===== src/rtl/uart_arb_pkg.sv =====
// rtl/uart_arb_pkg.sv - shared types, parameter defaults and width helper for the UART TX arbiter
package uart_arb_pkg;

  typedef enum logic {IDLE = 1'b0, GRANT = 1'b1} arb_state_t;

  localparam int N_REQ_DEF   = 4;
  localparam int TIMEOUT_DEF = 1024;

  function automatic int id_w(input int n);
    return (n > 1) ? $clog2(n) : 1;
  endfunction

endpackage


===== src/rtl/rr_pick.sv =====
// rtl/rr_pick.sv - combinational round-robin pick: first set request at or after ptr, wrapping
module rr_pick
  import uart_arb_pkg::*;
#(
  parameter int N_REQ = N_REQ_DEF,
  parameter int W     = id_w(N_REQ)
) (
  input  logic [N_REQ-1:0] req,
  input  logic [W-1:0]     ptr,
  output logic [W-1:0]     idx,
  output logic             any
);

  logic [W-1:0] cand;

  always_comb begin
    idx  = '0;
    any  = 1'b0;
    cand = '0;
    for (int i = 0; i < N_REQ; i++) begin
      cand = W'((int'(ptr) + i) % N_REQ);
      if (!any && req[cand]) begin
        any = 1'b1;
        idx = cand;
      end
    end
  end

endmodule


===== src/rtl/uart_tx_arbiter.sv =====
// rtl/uart_tx_arbiter.sv - packet-level round-robin arbiter onto one uart TX FIFO write port
// Optional grant revocation on grantee stall is enabled by defining UART_ARB_TIMEOUT_EN.
module uart_tx_arbiter
  import uart_arb_pkg::*;
#(
  parameter int N_REQ   = N_REQ_DEF,
  parameter int TIMEOUT = TIMEOUT_DEF
) (
  input  logic                      clk,
  input  logic                      reset,
  input  logic [N_REQ-1:0]          req_valid,
  input  logic [8*N_REQ-1:0]        req_data,
  input  logic [N_REQ-1:0]          req_last,
  output logic [N_REQ-1:0]          req_ready,
  output logic                      wr_uart,
  output logic [7:0]                w_data,
  input  logic                      tx_full,
  output logic                      busy,
  output logic [id_w(N_REQ)-1:0]    grant_id,
  output logic                      timeout_err
);

  localparam int W = id_w(N_REQ);

  arb_state_t   state, state_nxt;
  logic [W-1:0] ptr, next_ptr, pick_idx;
  logic         pick_any, xfer, done, expire;
  logic [7:0]   lane [N_REQ];

  rr_pick #(.N_REQ(N_REQ), .W(W)) u_pick (
    .req (req_valid),
    .ptr (ptr),
    .idx (pick_idx),
    .any (pick_any)
  );

  always_comb begin
    for (int i = 0; i < N_REQ; i++) lane[i] = req_data[8*i +: 8];
  end

  assign xfer     = (state == GRANT) && req_valid[grant_id] && !tx_full;
  assign done     = xfer && req_last[grant_id];
  assign next_ptr = (grant_id == W'(N_REQ - 1)) ? '0 : grant_id + 1'b1;

`ifdef UART_ARB_TIMEOUT_EN
  localparam int CW = $clog2(TIMEOUT + 1);
  logic [CW-1:0] stall_cnt;

  // Only an absent grantee counts as a stall; tx_full backpressure just holds the count.
  always_ff @(posedge clk or negedge reset) begin
    if (!reset) begin
      stall_cnt   <= '0;
      timeout_err <= 1'b0;
    end else begin
      timeout_err <= expire;
      if (state != GRANT || xfer) stall_cnt <= '0;
      else if (!req_valid[grant_id]) stall_cnt <= stall_cnt + 1'b1;
    end
  end

  assign expire = (state == GRANT) && !req_valid[grant_id] && (stall_cnt == CW'(TIMEOUT - 1));
`else
  logic unused_timeout;
  assign unused_timeout = ^TIMEOUT;
  assign expire         = 1'b0;
  assign timeout_err    = 1'b0;
`endif

  always_ff @(posedge clk or negedge reset) begin
    if (!reset) begin
      state    <= IDLE;
      grant_id <= '0;
      ptr      <= '0;
    end else begin
      state <= state_nxt;
      if (state == IDLE && pick_any) grant_id <= pick_idx;
      if (state == GRANT && state_nxt == IDLE) ptr <= next_ptr;
    end
  end

  always_comb begin
    state_nxt = state;
    if (state == IDLE) begin
      if (pick_any) state_nxt = GRANT;
    end else if (done || expire) begin
      state_nxt = IDLE;
    end
  end

  always_comb begin
    req_ready = '0;
    wr_uart   = 1'b0;
    w_data    = 8'h00;
    busy      = (state == GRANT);
    if (state == GRANT) begin
      wr_uart             = req_valid[grant_id] & ~tx_full;
      req_ready[grant_id] = wr_uart;
      if (wr_uart) w_data = lane[grant_id];
    end
  end

endmodule


===== config.mk =====
export PLATFORM = sky130hd
export DESIGN_NAME = uart_tx_arbiter
export DESIGN_NICKNAME = d
export VERILOG_FILES = /design/src/rtl/uart_arb_pkg.sv /design/src/rtl/rr_pick.sv /design/src/rtl/uart_tx_arbiter.sv
export SDC_FILE = /design/constraint.sdc
export NUM_CORES = 1
export LEC_CHECK = 0
export ABC_AREA = 1
export BUFFER_PORTS_ARGS = -buffer_cell sky130_fd_sc_hd__buf_4
export CORE_MARGIN = 2
export CORE_UTILIZATION = 42
export CTS_CLUSTER_SIZE = 14
export DETAILED_ROUTE_END_ITERATION = 8
export GPL_TIMING_DRIVEN = 0
export PLACE_DENSITY_LB_ADDON = 0.3
export SYNTH_ARGS = -nofsm -noshare
export SYNTH_HDL_FRONTEND = slang
export SYNTH_SLANG_ARGS = --single-unit

===== constraint.sdc =====
create_clock -name clk -period 1.6 [get_ports clk]
set_input_delay 0.32 -clock clk [delete_from_list [all_inputs] [get_ports clk]]
set_output_delay 0.32 -clock clk [all_outputs]
set_load 0.02 [all_outputs]

==> out/results.md <==
| Result | Value | Unit |
| --- | --- | --- |
| Largest area contributor in the netlist | sky130_fd_sc_hd__nor2_1 | - |
| Achievable Freq | 513 | MHz |
| Wirelength per Cell | 13.7 | µm |
| Layout fillers | 136 | - |
| Leakage component of the power | 0.920 | nW |
| Post-synth ARST share | 100 | % |
| Number of vias in the routed layout | 1,390 | - |
| Worst setup margin | -349 | ps |
| Mean Syn Cell Area | 5.29 | µm² |
| Violations in the final reports | negative setup slack | - |
| Starting density of the core | 43.3 | % |
| Post-route DRC violation count | 0 | - |
| Launching point of the worst reg2reg path | grant_id[0] | - |
| Reg2Reg Depth | 9 | - |
| Post-Route WL | 3750 | µm |
| Post-route fraction of the period consumed by the critical path | 122 | % |
| Final hold violations | 0 | - |
| All-Layer GR Usage | 26.9 | % |
| Most frequent cells after synthesis | sky130_fd_sc_hd__nor2_1, sky130_fd_sc_hd__nand2_1, sky130_fd_sc_hd__o21ai_0, sky130_fd_sc_hd__inv_1, sky130_fd_sc_hd__nand3_1 | - |
| Max stage delay on crit path | 480 | ps |
| CTS H-tree lvls | 1 | - |
| Synthesis-to-layout area growth | 91.4 | % |
| Largest delay contributor family on the critical path | flip-flops | - |
| Syn nets | 223 | - |
| Number of buffers created by CTS | 3 | - |
| Number of distinct library cells after synthesis | 21 | - |
| Antenna violations before repair | 0 | - |
| Required time worst endpoint | 1280 | ps |
| Dominant cells by area after synthesis | sky130_fd_sc_hd__nor2_1, sky130_fd_sc_hd__nand2_1, sky130_fd_sc_hd__dfrtp_1, sky130_fd_sc_hd__o21ai_0, sky130_fd_sc_hd__inv_1 | - |
| Sum of negative setup slack | -4200 | ps |
| Dominant cell by count in the synthesized netlist | sky130_fd_sc_hd__nor2_1 | - |
| Area of combinational cells with multiple inputs | 853 | µm² |
| Final setup viols | 13 | - |
| Clock slew at reported path FFs | 40 | ps |
| Clock Path Buffers | 2 | - |
| Reg-to-reg slack, setup | 30 | ps |
| Number of placed instances with taps included | 262 | - |
| Setup repair after global routing missed its margin | true | - |
| CP max stage cell | sky130_fd_sc_hd__dfrtp_2 | - |
| Count of antenna diodes in the layout | 0 | - |
| Avg Vias per Cell | 5.07 | - |
| Routability Congestion | 0.826 | - |
| Peak fanout along the critical path | 7 | - |
| Vertical die dimension | 51.1 | µm |
| Crit-path cells | inv_4, nor2_4, o22ai_4, nand3_4, clkbuf_16, a21oi_4, buf_6 | - |
| Share of synthesized area occupied by flip-flops and latches | 13.4 | % |
| Type of the setup path with the least slack | reg -> out | - |
| Fin Hold WS | 420 | ps |
| Port bufs | 58 | - |
| Setup skew after layout | 2.64 | ps |
| Half-perimeter wire length after detailed placement | 2370 | µm |
| Total power per unit cell area | 1680 | nW/µm² |
| Count of nets left with antenna violations after detail routing | 0 | - |
| Pre-antenna DRT Iters | 4 | - |
| Number of synthesis warnings | 0 | - |
| Endpoint of the worst-slack reg-to-reg timing path | busy | - |
| Final Net Count | 294 | - |
| Total core area | 2150 | µm² |
| Critical Path Source Type | flop | - |
| IO Count | 60 | - |
| Flops & latches, synth | 5 | - |
| # rows | 17 | - |
| Worst hold-check path type | in -> async | - |
| Final slew viol count | 0 | - |
| Number of max-capacitance violations reported | 0 | - |
| Cell Count, Final, Fillers Out | 274 | - |
| Clock insertion delay at the later pin of the skew report | 240 | ps |
| Data arrival time of the critical path | 1630 | ps |
| First DRT Iteration DRCs | 33 | - |
| Peak supply drop | 1.42 | mV |
| Number of enable flip-flop cells after synthesis | 0 | - |
| Post-synthesis cell count | 176 | - |
| CTS sink cnt | 5 | - |
| Clock Tree Root | sky130_fd_sc_hd__clkbuf_4 | - |
| Placement Setup Slack | -234 | ps |
| Wire length of the first global-routing pass | 5510 | µm |
| Global route overflow | 0 | - |
| Post-synth top area share | 17.7 | % |
| Number of buffers and inverters on the critical path | 3 | - |
| Final critical path time including I/O delays and setup | 1950 | ps |
| Pin count of the biggest net entering global routing | 12 | - |
| Fraction of final layout cells sized beyond drive strength 1 | 48.4 | % |
| Post-synth design cell area | 931 | µm² |
| PnR Total Power | 2.99 | mW |
| Kind of capture point of the worst setup path | output port | - |
| Horizontal die dimension | 51.1 | µm |
| Die area | 2610 | µm² |
| CTS tree | built | - |
| Most common flop cell mapped by yosys | sky130_fd_sc_hd__dfrtp_1 | - |
| Number of global-route vias before repair | 1,310 | - |
| Outcome | finished with violations | - |
| Area of all sequential standard cells | 128 | µm² |
==> area by class of cell <==
type | count | share of cell area (%)
Tap cell | 28 | 1.97
Buffer | 9 | 5.76
Clock buffer | 4 | 1.47
Inverter | 20 | 4.49
Sequential cell | 5 | 7.16
Multi-Input combinational cell | 142 | 47.9
Timing Repair Buffer | 66 | 31.2
==> worst register-to-register path: stages (launching register included) <==
cell and delay [ps]:
sky130_fd_sc_hd__dfrtp_2 480, sky130_fd_sc_hd__inv_4 110, sky130_fd_sc_hd__nor2_4 50, sky130_fd_sc_hd__o22ai_4 180, sky130_fd_sc_hd__nand3_4 140, sky130_fd_sc_hd__buf_4 180
sky130_fd_sc_hd__inv_2 90, sky130_fd_sc_hd__nand2_1 90, sky130_fd_sc_hd__nand2_1 80, sky130_fd_sc_hd__nand2_1 60
==> how the worst max path moves through the flow <==
stage / cells past startpoint / end / startpoint / slack (ps)
floorplan: 6 / w_data[1] / grant_id[0] / 3
detailed placement: 6 / w_data[4] / grant_id[0] / -230
global placement: 6 / w_data[3] / grant_id[0] / -180
global route: 7 / w_data[4] / grant_id[0] / -430
finish: 7 / w_data[2] / grant_id[0] / -350
CTS: 7 / w_data[6] / grant_id[0] / -300
==> metal layers <==
| layer | share of wire, % | global-route usage (%) | up-vias |
|---|---|---|---|
| met5 | 0 | 0 | - |
| met4 | 2.1 | 7.66 | 0 |
| met3 | 5.7 | 4.97 | 10 |
| met2 | 52 | 49.6 | 63 |
| met1 | 40 | 31.3 | 622 |
| li1 | - | - | 695 |
==> cells in the final DEF (no fill, tap or decap), types with 2 or more instances in the layout <==
cell | Yosys | layout
sky130_fd_sc_hd__inv_4 | 0 | 2
sky130_fd_sc_hd__o21ai_0 | 19 | 10
sky130_fd_sc_hd__dfrtp_2 | 0 | 2
sky130_fd_sc_hd__a21oi_4 | 0 | 7
sky130_fd_sc_hd__nand4_1 | 2 | 2
sky130_fd_sc_hd__nand2_1 | 39 | 39
sky130_fd_sc_hd__inv_2 | 3 | 3
sky130_fd_sc_hd__nor2_4 | 1 | 6
sky130_fd_sc_hd__inv_1 | 17 | 15
sky130_fd_sc_hd__buf_12 | 0 | 2
sky130_fd_sc_hd__dfrtp_1 | 5 | 3
sky130_fd_sc_hd__buf_4 | 2 | 54
sky130_fd_sc_hd__buf_2 | 6 | 2
sky130_fd_sc_hd__clkbuf_4 | 0 | 3
sky130_fd_sc_hd__buf_6 | 1 | 15
sky130_fd_sc_hd__nand3_1 | 9 | 8
sky130_fd_sc_hd__o21ai_2 | 0 | 7
sky130_fd_sc_hd__o21ai_1 | 1 | 3
sky130_fd_sc_hd__nor2_1 | 44 | 39
sky130_fd_sc_hd__ha_1 | 4 | 4
sky130_fd_sc_hd__nand2_2 | 8 | 8
sky130_fd_sc_hd__nand3_2 | 2 | 2
==> report_power, final <==
part | switching (mW) | total [mW] | internal, mW
clock | 0.0504 | 0.145 | 0.0942
sequential | 0.107 | 0.295 | 0.188
combinational | 1.49 | 2.55 | 1.06
total | 1.65 | 2.99 | 1.34
==> cells by family (layout without fill, tap and decap cells) <==
| logic type | Yosys count | after routing | synth area share (%) |
|---|---|---|---|
| simple gates | 106 | 106 | 49.6 |
| buf+inv | 29 | 99 | 14.1 |
| flops | 5 | 5 | 13.4 |
| other cells | 1 | 1 | 0.403 |
| compound gates | 31 | 31 | 17.1 |
| fa+ha+maj | 4 | 4 | 5.38 |
==> sequential cells by signal, indices dropped and copies added (netlist names) <==
signal,flops
busy,1
ptr,2
grant_id,2
==> stage by stage <==
step                      area [µm²]  util [%]
final                           1780      82.9
after global routing            1780      82.9
after CTS                       1650      77.0
after detailed placement        1530      71.3
after global placement          1530      71.3
after floorplan                 1060         -
==> what timing repair did <==
item	in CTS	in global routing
endpoints found under the hold margin	5	0
buffers inserted	3	3
setup endpoints to repair	13	16
hold buffers	1	0
pin swaps	1	2
gates resized for setup	24	19
gates cloned	0	1
No activity file was read; power rests on OpenSTA's default activity.
